## config.mk

```make
export PLATFORM = sky130hd
export DESIGN_NAME = seq_mult_alu
export DESIGN_NICKNAME = d
export VERILOG_FILES = /design/src/rtl/seq_mult_alu.sv
export SDC_FILE = /design/constraint.sdc
export NUM_CORES = 1
export LEC_CHECK = 0
export BUFFER_PORTS_ARGS = -buffer_cell sky130_fd_sc_hd__buf_2
export CAP_MARGIN = 30
export CORE_MARGIN = 4
export CORE_UTILIZATION = 35
export DETAILED_ROUTE_END_ITERATION = 8
export GPL_TIMING_DRIVEN = 0
export MAX_ROUTING_LAYER = met4
export PLACE_DENSITY = 0.67
export REMOVE_ABC_BUFFERS = 1
export SYNTH_ARGS = -nofsm -noshare
export SYNTH_HDL_FRONTEND = slang
export SYNTH_SLANG_ARGS = --single-unit
```

## constraint.sdc

```tcl
create_clock -name clk -period 1.7 [get_ports clk]
set_clock_uncertainty 0.05 [all_clocks]
set_input_delay 0.34 -clock clk [delete_from_list [all_inputs] [get_ports clk]]
set_output_delay 0.34 -clock clk [all_outputs]
set_load 0.1 [all_outputs]
```

## src/rtl/seq_mult_alu.sv

```systemverilog
// Sequential shift-add multiplier with start/busy/done handshake and seven-segment readout.
// Optional two's-complement operands when SEQ_MULT_SIGNED_EN is defined.
module seq_mult_alu #(
  parameter int unsigned WIDTH = 4
) (
  input  logic                   clk,
  input  logic                   rst_n,
  input  logic                   start,
  input  logic [WIDTH-1:0]       a,
  input  logic [WIDTH-1:0]       b,
  output logic                   busy,
  output logic                   done,
  output logic [2*WIDTH-1:0]     product,
  output logic [7*(WIDTH/4)-1:0] hex_a,
  output logic [7*(WIDTH/4)-1:0] hex_b,
  output logic [7*(WIDTH/2)-1:0] hex_p
);

  localparam int unsigned PW = 2 * WIDTH;
  localparam int unsigned NA = WIDTH / 4;
  localparam int unsigned NP = WIDTH / 2;
  localparam int unsigned CW = $clog2(WIDTH + 1);

  if (WIDTH < 4 || WIDTH > 16 || (WIDTH % 4) != 0) begin : g_bad_width
    $error("seq_mult_alu: WIDTH must be a multiple of 4 in 4..16");
  end

  typedef enum logic [1:0] {IDLE, RUN, DONE} state_t;

  state_t           state;
  logic [WIDTH-1:0] cap_a, cap_b, mcand;
  logic [PW-1:0]    acc;
  logic [CW-1:0]    cnt;
  logic [WIDTH:0]   sum_c;
  logic [WIDTH-1:0] mag_a_c, mag_b_c;
  logic [PW-1:0]    result_c;

`ifdef SEQ_MULT_SIGNED_EN
  logic neg;
  // Magnitudes fit WIDTH bits unsigned, including the most-negative value
  assign mag_a_c  = a[WIDTH-1] ? WIDTH'(0) - a : a;
  assign mag_b_c  = b[WIDTH-1] ? WIDTH'(0) - b : b;
  assign result_c = neg ? PW'(0) - acc : acc;
`else
  assign mag_a_c  = a;
  assign mag_b_c  = b;
  assign result_c = acc;
`endif

  // Conditional add of the multiplicand into the upper half, carry kept
  assign sum_c = {1'b0, acc[PW-1:WIDTH]} + (acc[0] ? {1'b0, mcand} : (WIDTH+1)'(0));

  always_ff @(posedge clk or negedge rst_n) begin
    if (!rst_n) begin
      state   <= IDLE;
      busy    <= 1'b0;
      done    <= 1'b0;
      product <= '0;
      cap_a   <= '0;
      cap_b   <= '0;
      mcand   <= '0;
      acc     <= '0;
      cnt     <= '0;
`ifdef SEQ_MULT_SIGNED_EN
      neg     <= 1'b0;
`endif
    end else begin
      case (state)
        IDLE: begin
          done <= 1'b0;
          if (start) begin
            cap_a <= a;
            cap_b <= b;
            mcand <= mag_a_c;
            acc   <= {WIDTH'(0), mag_b_c};
            cnt   <= CW'(WIDTH);
            busy  <= 1'b1;
`ifdef SEQ_MULT_SIGNED_EN
            neg   <= a[WIDTH-1] ^ b[WIDTH-1];
`endif
            state <= RUN;
          end
        end
        RUN: begin
          acc <= {sum_c, acc[WIDTH-1:1]};
          cnt <= cnt - CW'(1);
          if (cnt == CW'(1)) state <= DONE;
        end
        DONE: begin
          product <= result_c;
          done    <= 1'b1;
          busy    <= 1'b0;
          state   <= IDLE;
        end
        default: state <= IDLE;
      endcase
    end
  end

  function automatic logic [6:0] seg7(input logic [3:0] n);
    case (n)
      4'h0: seg7 = 7'b1000000;
      4'h1: seg7 = 7'b1111001;
      4'h2: seg7 = 7'b0100100;
      4'h3: seg7 = 7'b0110000;
      4'h4: seg7 = 7'b0011001;
      4'h5: seg7 = 7'b0010010;
      4'h6: seg7 = 7'b0000010;
      4'h7: seg7 = 7'b1111000;
      4'h8: seg7 = 7'b0000000;
      4'h9: seg7 = 7'b0010000;
      4'hA: seg7 = 7'b0001000;
      4'hB: seg7 = 7'b0000011;
      4'hC: seg7 = 7'b1000110;
      4'hD: seg7 = 7'b0100001;
      4'hE: seg7 = 7'b0000110;
      default: seg7 = 7'b0001110;
    endcase
  endfunction

  // Digits decode only registered values
  for (genvar k = 0; k < NA; k++) begin : g_hex_ab
    assign hex_a[7*k +: 7] = seg7(cap_a[4*k +: 4]);
    assign hex_b[7*k +: 7] = seg7(cap_b[4*k +: 4]);
  end

  for (genvar k = 0; k < NP; k++) begin : g_hex_p
    assign hex_p[7*k +: 7] = seg7(product[4*k +: 4]);
  end

endmodule

```

==> out/summary.txt, run 1 <==
Status -> finished, violations left
Failing checks -> negative setup slack
DP HPWL -> 3550 um
Req. time, crit path -> 1.31 ns
Post-synthesis cell area -> 0.00236 mm^2
CTS buffer count -> 5
DIE HEIGHT -> 90.2 um
Antenna Violating Nets Remaining -> 0
NumNets Final -> 406
Crit path buf inv count -> 2
Mapped Avg Cell Area -> 8.59 um^2
Xor-xnor portion of the synthesized cell area -> 0.371%
Placed cell areas -> 0.00262 mm^2
DRC -> 0
Most common cell after layout, fill and taps aside -> nand2_1
CP startpoint kind -> register
Post-synthesis sequential element count -> 31
CP max stage delay -> 0.49 ns
Sequential share of the synthesized area -> 32.8%
Crit path from -> product[1]
FFs w/ async S/R, synth -> 100%
Number of inserted diodes -> 0
Clock sink count -> 31
Worst-skew pair later-pin latency -> 0.28 ns
Synth area leader -> dfrtp_1
HP Class -> in2async
Crit-path max FO -> 4
Unrepaired setup endpoints after global routing -> true
Fin crit period -> 2.14 ns
Post-Synthesis Cells -> 275
CTS tree -> yes
Largest net degree at the start of global routing -> 32
Global route total overflow -> 0
Most frequent cells in the layout -> nand2_1, buf_4, buf_12, ha_4, buf_6
Core box area -> 0.00646 mm^2
Vias in the first global route -> 2,154
Setup WS post-layout -> -0.438 ns
Vias per cell -> 5.17
Port Buf Inserts -> 48
Final worst-path cycle share -> 126%
Critical path, cell by cell -> buf_4 -> ha_1 -> mux4_2 -> buf_12
Initial core utilization -> 36.6%
Root Buffer Master -> clkbuf_8
WL/cell -> 15.4 um
Hold Vio Cnt, Final -> 0
Share of layout cells above drive strength 1 -> 55.4%
Predominant post-synthesis flop cell -> dfrtp_1
Hold_buf cts -> 0
FMAX -> 0.468 GHz
Max cap viols -> 0
DIE AREA -> 0.00813 mm^2
Post-synthesis simple-gate area fraction -> 20.9%
Slew @ Worst Pin -> 0.690 ns
Num rows -> 29
Largest cells by area after synthesis -> dfrtp_1, ha_1, nand2_1
Critical path class -> reg2out
Reg2Reg Depth -> 9
Endpoints failing setup -> 32
Main combinational cell family by area after synthesis -> simple AND/OR/NAND/NOR gates
Synth warnings -> 0
GPL Wtd Cong -> 0.774
Worst-path clk slew -> 0.06 ns
Data arrival time of the worst path -> 1.75 ns
Crit-path slowest cell -> mux4_2
Via count -> 2,276
Boundary pin count -> 49
Yosys top cell area share -> 32.8%
R2R setup slack -> -0.11 ns
Worst r2r src -> mcand[0]
WP depth -> 4
DR iter-0 viols -> 93
Slew Viols, Final -> 0
Mux cell area share after synthesis -> 5.35%
Critical Path End -> hex_p[3]
Adder-cell share of the synthesized area -> 16.7%
Max_slew headroom -> 54.0%
Longest Clk Path Bufs -> 2
Worst Setup End Kind -> primary output
Initial antenna violation count -> 0
Compound-Gate Fraction of Synth Area -> 17.6%
DRT Pass-1 Iters -> 4
Distinct cell type count after synthesis -> 36
Die Width -> 90.2 um
Final instance area -> 0.00405 mm^2
Global-route wire length before repair -> 10,300 um
CP delay by family, top -> multiplexers
Worst r2r dst -> acc[7]
Number of synthesized flops with an enable pin -> 0
WL final -> 6770 um
Area grow syn2layout -> 71.4%
H-tree levels -> 2
Total global-route track usage -> 15.6%
-- worst min-delay path by stage --
| stage | endpoint | slack, ns | depth (start not counted) |
|---|---|---|---|
| global route | mcand[0] | 0.10 | 1 |
| CTS | acc[6] | 0.08 | 1 |
| floorplan | acc[0] | -0.006 | 0 |
| detailed placement | mcand[1] | 0.38 | 1 |
| finish | mcand[1] | 0.05 | 1 |
| global placement | mcand[1] | 0.37 | 1 |
-- cell type report --
cell class / count / area, um^2
clock buffers: 6 / 72.6
repair buffers: 96 / 1080
flip-flops and latches: 31 / 797
fillers: 473 / 2410
inverters: 17 / 81.3
well taps: 77 / 96.3
multi-input cells: 213 / 1930
-- worst register-to-register path: cells and delay by family, from the launching register on --
kind | cells | cell delay (ns)
and+or+nand+nor | 2 | 0.29
AOI/OAI and AO/OA | 2 | 0.20
DFF | 1 | 0.45
buffers and inverters | 3 | 0.25
adders and majority gates | 2 | 0.50
-- sequential cells by signal, indices dropped and copies added, names as in the netlist --
register,flops
acc,8
product,8
cap_b,4
mcand,4
cnt,3
state,2
busy,1
done,1
-- metrics by stage --
stage	hold WS [ns]	std cells	setup slack (ns)	util (%)	TNS, ns
after floorplan	-0.00559	261	-2.46	-	-42.46
after global placement	0.368	386	-0.435	40.5	-7.10
after detailed placement	0.376	386	-0.469	40.5	-7.81
after CTS	0.0772	423	-0.431	55.1	-7.74
after global routing	0.104	440	-0.478	62.7	-10.21
final	0.0505	440	-0.438	62.7	-8.50
-- layer usage --
| metal | track usage [%] | vias to the layer above | part of all wire [%] |
|---|---|---|---|
| met5 | - | - | 0 |
| li1 | - | 1116 | - |
| met4 | 4.85 | 0 | 1.5 |
| met3 | 2.67 | 11 | 3.6 |
| met2 | 26.4 | 66 | 51 |
| met1 | 18.9 | 1083 | 44 |
-- kinds of logic (layout without fill, tap and decap cells) --
logic type,count (synthesis),count (layout)
and+or+nand+nor,103,103
AOI/OAI and AO/OA,68,68
adders and majority gates,31,31
DFF,31,31
buffers and inverters,31,119
muxes,10,10
xor gates and xnor gates,1,1
-- synth_stat cells, drive strengths merged (3+ instances only) --
cell / count
nand2b: 4
nor2: 9
ha: 30
o21ai: 34
o31ai: 5
a22oi: 4
a21oi: 9
mux2i: 7
inv: 17
and2: 8
dfrtp: 31
o21a: 4
or3b: 3
buf: 10
nor2b: 11
clkbuf: 4
nand3: 10
nand2: 52
-- repair_timing --
| item | 4_1_cts | 5_1_grt |
|---|---|---|
| setup endpoints to repair | 33 | 44 |
| pin swaps | 20 | 21 |
| buffers inserted | 31 | 22 |
| gates resized for setup | 185 | 95 |
Power of run 1 is left out: the tool's default activity adds up to more than one toggle a clock period on the data nets, which glitch-free logic cannot reach.
==> inputs of run 2 (changes only) <==
CORE_UTILIZATION = 50   (was 35)
PLACE_DENSITY = 0.77   (was 0.67)
==> out/summary.txt, run 2 (same netlist as run 1, synthesis figures left out) <==
Final worst-path cycle share -> 132% (+5.9 points)
DRC -> 0 (unchanged)
Antenna Violating Nets Remaining -> 0 (unchanged)
Initial core utilization -> 52.8% (+16 points)
FMAX -> 0.447 GHz (-4.5%)
H-tree levels -> 2 (unchanged)
Fin crit period -> 2.24 ns (+0.100 ns)
Longest Clk Path Bufs -> 2 (unchanged)
NumNets Final -> 414 (+2.0%)
Largest registers -> acc x8, product x8
DR iter-0 viols -> 156 (+68%)
DP HPWL -> 3490 um (-1.6%)
WL/cell -> 23.9 um (+55%)
Via count -> 2,644 (+16%)
Crit path from -> product[0]
Root Buffer Master -> clkbuf_8
Unrepaired setup endpoints after global routing -> true
GPL Wtd Cong -> 0.830 (+7.3%)
Clock sink count -> 31 (unchanged)
Failing checks -> negative setup slack
Req. time, crit path -> 1.31 ns (about the same)
Status -> finished, violations left
Vias per cell -> 6.22 (+20%)
DIE HEIGHT -> 76.8 um (-15%)
Core box area -> 0.00447 mm^2 (-31%)
Endpoints failing setup -> 31 (-3.1%)
Total global-route track usage -> 24.7% (+9.2 points)
Worst-path clk slew -> 0.07 ns (about the same)
Largest net degree at the start of global routing -> 32 (unchanged)
Placed Instances -> 361 (-6.5%)
DIE AREA -> 0.00589 mm^2 (-28%)
Worst-skew pair later-pin latency -> 0.29 ns (about the same)
WL final -> 10,100 um (+50%)
Initial antenna violation count -> 0 (unchanged)
Vias in the first global route -> 2,338 (+8.5%)
Max_slew headroom -> 40.5% (-13 points)
Area grow syn2layout -> 77.3%
Number of inserted diodes -> 0 (unchanged)
Most common cell after layout, fill and taps aside -> nand2_1
Filler-free cell count of the finished design -> 425 (-3.4%)
Share of layout cells above drive strength 1 -> 60.3% (+4.9 points)
Hold Vio Cnt, Final -> 0 (unchanged)
TNS Setup -> -10.70 ns (-2.20 ns)
CTS tree -> yes
Port Buf Inserts -> 48 (unchanged)
Slew Viols, Final -> 0 (unchanged)
Num rows -> 24 (-17%)
Die Width -> 76.8 um (-15%)
Worst r2r src -> acc[0]
Setup WS post-layout -> -0.539 ns (-0.100 ns)
Global-route wire length before repair -> 11,500 um (+12%)
CP startpoint kind -> register
HP Class -> in2async
Hold_buf cts -> 0 (unchanged)
Crit-path max FO -> 5 (+1)
CTS buffer count -> 5 (unchanged)
Boundary pin count -> 49 (unchanged)
Most frequent cells in the layout -> nand2_1, buf_4, buf_6, ha_4, buf_12
Global route total overflow -> 0 (unchanged)
DRT Pass-1 Iters -> 6 (+2)
Worst Setup End Kind -> primary output
Critical path class -> reg2out
Max cap viols -> 0 (unchanged)
Slew @ Worst Pin -> 0.890 ns (+0.201 ns)
Data arrival time of the worst path -> 1.85 ns (+0.10 ns)
run 2: changes by cell type in the layout (fill, tap and decap cells not counted), moves of 3 or more:
cell	previous run	this run
nand3_1	10	6
buf_4	32	42
ha_2	4	1
buf_6	19	22
nand3_2	0	3
run 2: worst paths after layout:
path | endpoint | slack [ns] | depth (start not counted)
worst max-delay path | hex_p[0] | -0.54 | 6
worst min-delay path | mcand[0] | 0.04 | 1
worst max register to register | acc[7] | -0.14 | 7
worst min register to register | product[3] | 0.49 | 2
max in group asynchronous | product[7] | 1.05 | 1
min in group clk | mcand[1] | 0.21 | 3
run 2: timing repair:
item                                   CTS  global route
pin swaps                               20            20
buffers inserted                        38            22
setup endpoints to repair               33            43
endpoints found under the hold margin    0             0
gates resized for setup                197           100
run 2: metrics by stage:
stage | util, % | setup slack [ns] | hold WS, ns | cell area (um^2)
2_1_floorplan | - | -2.46 | -0.00559 | 2280
3_3_place_gp | 57.8 | -0.448 | 0.371 | 2580
3_5_place_dp | 57.8 | -0.485 | 0.380 | 2580
4_1_cts | 81.6 | -0.432 | 0.0649 | 3650
5_1_grt | 93.7 | -0.576 | 0.0781 | 4190
6_report | 93.7 | -0.539 | 0.0361 | 4190
run 2: final cells by class:
type | count | area (um^2)
clock buffer | 6 | 82.6
sequential | 31 | 795
inverter | 17 | 76.3
clock inverter | 2 | 35.0
timing repair buffer | 104 | 1130
fill | 126 | 283
multi-input combinational | 213 | 2010
tap | 52 | 65.1
run 2: routing by layer:
layer / vias to the layer above / routed length [um] / track usage, %
met1: 1297 / 3890 / 28.4
met2: 163 / 5140 / 42.9
li1: 1134 / - / -
met5: - / 0 / -
met4: 0 / 500 / 10.5
met3: 50 / 607 / 3.51
run 2: critical path, cell delays in order, from the launching register on:
cell and delay, ns:
dfrtp_1 0.41, inv_2 0.14, ha_2 0.24, nor2_1 0.07, or3b_4 0.41, o21ai_4 0.09, buf_12 0.19
Power of run 2 is left out for the same reason.
==> inputs of run 3 (changes only) <==
BUFFER_PORTS_ARGS = -buffer_cell sky130_fd_sc_hd__buf_4   (was -buffer_cell sky130_fd_sc_hd__buf_2)
==> out/summary.txt, run 3 (same netlist as run 1, synthesis figures left out) <==
Share of layout cells above drive strength 1 -> 56.7% (-3.6 points)
R2R setup slack -> -0.17 ns (-0.03 ns)
Root Buffer Master -> clkbuf_8
DR iter-0 viols -> 253 (+62%)
Failing checks -> negative setup slack
Slew @ Worst Pin -> 0.932 ns (+0.0413 ns)
NumNets Final -> 413 (-0.24%)
Max_slew headroom -> 37.8% (-2.8 points)
DP HPWL -> 3460 um (-0.81%)
Unrepaired setup endpoints after global routing -> true
Endpoints failing setup -> 37 (+19%)
HP Class -> in2reg
Global route total overflow -> 0 (unchanged)
Worst-skew pair later-pin latency -> 0.29 ns (about the same)
Core box area -> 0.00447 mm^2 (unchanged)
Setup WS post-layout -> -0.533 ns (+0.00595 ns)
Worst-path clk slew -> 0.07 ns (about the same)
Total global-route track usage -> 24.6% (-0.083 points)
Most frequent cells in the layout -> nand2_1, buf_4, buf_6, buf_12, ha_4
Final worst-path cycle share -> 131% (-0.35 points)
CTS tree -> yes
Vias in the first global route -> 2,323 (-0.64%)
Clock sink count -> 31 (unchanged)
GPL Wtd Cong -> 0.793 (-4.5%)
Die Width -> 76.8 um (unchanged)
CP startpoint kind -> register
Slew Viols, Final -> 0 (unchanged)
H-tree levels -> 2 (unchanged)
Req. time, crit path -> 1.31 ns (about the same)
DIE AREA -> 0.00589 mm^2 (unchanged)
Antenna Violating Nets Remaining -> 0 (unchanged)
DRT Pass-1 Iters -> 6 (unchanged)
Crit-path max FO -> 4 (-1)
Hold Vio Cnt, Final -> 0 (unchanged)
FMAX -> 0.448 GHz (+0.27%)
Worst Setup End Kind -> primary output
Critical path class -> reg2out
DRC -> 0 (unchanged)
Initial core utilization -> 52.8% (unchanged)
Status -> finished, violations left
WL final -> 11,000 um (+8.6%)
Port Buf Inserts -> 48 (unchanged)
Largest registers -> acc x8, product x8
Via count -> 2,798 (+5.8%)
Data arrival time of the worst path -> 1.84 ns (about the same)
Initial antenna violation count -> 0 (unchanged)
Global-route wire length before repair -> 11,400 um (-0.42%)
Number of inserted diodes -> 0 (unchanged)
Area grow syn2layout -> 79.5%
Fin crit period -> 2.23 ns (-0.00595 ns)
Longest Clk Path Bufs -> 2 (unchanged)
Vias per cell -> 6.60 (+6.1%)
Final core occ -> 94.8% (+1.1 points)
Largest net degree at the start of global routing -> 32 (unchanged)
DIE HEIGHT -> 76.8 um (unchanged)
CTS buffer count -> 5 (unchanged)
Max cap viols -> 0 (unchanged)
Num rows -> 24 (unchanged)
WL/cell -> 26.0 um (+8.8%)
Boundary pin count -> 49 (unchanged)
==> run 3: cell types whose count changed in the layout (fill, tap and decap cells not counted), sizes merged <==
cell         change
clkinv           -1
dlygate4sd3      +1
clkbuf           +1
buf              -1
bufinv           -1
==> run 3: what timing repair did <==
| item | CTS | global route |
|---|---|---|
| endpoints found under the setup margin | 30 | 42 |
| resized for setup | 172 | 88 |
| hold buffers | 1 | 0 |
| hold endpoints to repair | 31 | 0 |
| buffers inserted | 39 | 16 |
| pin swaps | 22 | 25 |
| cloned | 0 | 0 |
==> run 3: metrics by stage <==
| step | setup WS, ns | setup TNS (ns) | instances | cell area (um^2) | hold WS, ns |
|---|---|---|---|---|---|
| global route | -0.574 | -13.06 | 424 | 4240 | 0.201 |
| floorplan | -2.46 | -42.46 | 261 | 2280 | -0.00559 |
| CTS | -0.433 | -8.05 | 409 | 3760 | 0.196 |
| finish | -0.533 | -11.49 | 424 | 4240 | 0.189 |
| global placement | -0.324 | -4.11 | 361 | 2710 | 0.245 |
| detailed placement | -0.338 | -4.70 | 361 | 2710 | 0.248 |
==> run 3: worst max-delay path, stage by stage (launching register included) <==
cell,delay [ns]
dfrtp_1,0.43
buf_6,0.16
ha_4,0.18
buf_6,0.11
and2_4,0.13
o21ai_1,0.17
o31ai_1,0.12
clkbuf_8,0.24
==> run 3: per-layer routing <==
metal / global-route usage [%] / routed length [um] / vias to the layer above
li1: - / - / 1135
met1: 28.3 / 3720 / 1323
met2: 44.2 / 5520 / 239
met3: 3.28 / 913 / 101
met4: 8.15 / 861 / 0
met5: - / 0 / -
==> run 3: worst paths after layout <==
path                             from         end  cells after the start
max                        product[0]    hex_p[5]                      7
min                              a[3]    mcand[3]                      3
max reg2reg                  mcand[2]      acc[6]                      7
min reg2reg                    cnt[2]      cnt[2]                      1
max in group asynchronous       rst_n  product[7]                      2
min in group asynchronous       rst_n    mcand[0]                      2
==> run 3: layout make-up <==
class	instances	area [um^2]
well taps	52	65.1
repair buffers	103	1200
multi-input cells	213	2000
clock buffers	8	100
flip-flops and latches	31	797
fillers	123	231
inverters	17	81.3
Power of run 3 is left out for the same reason.
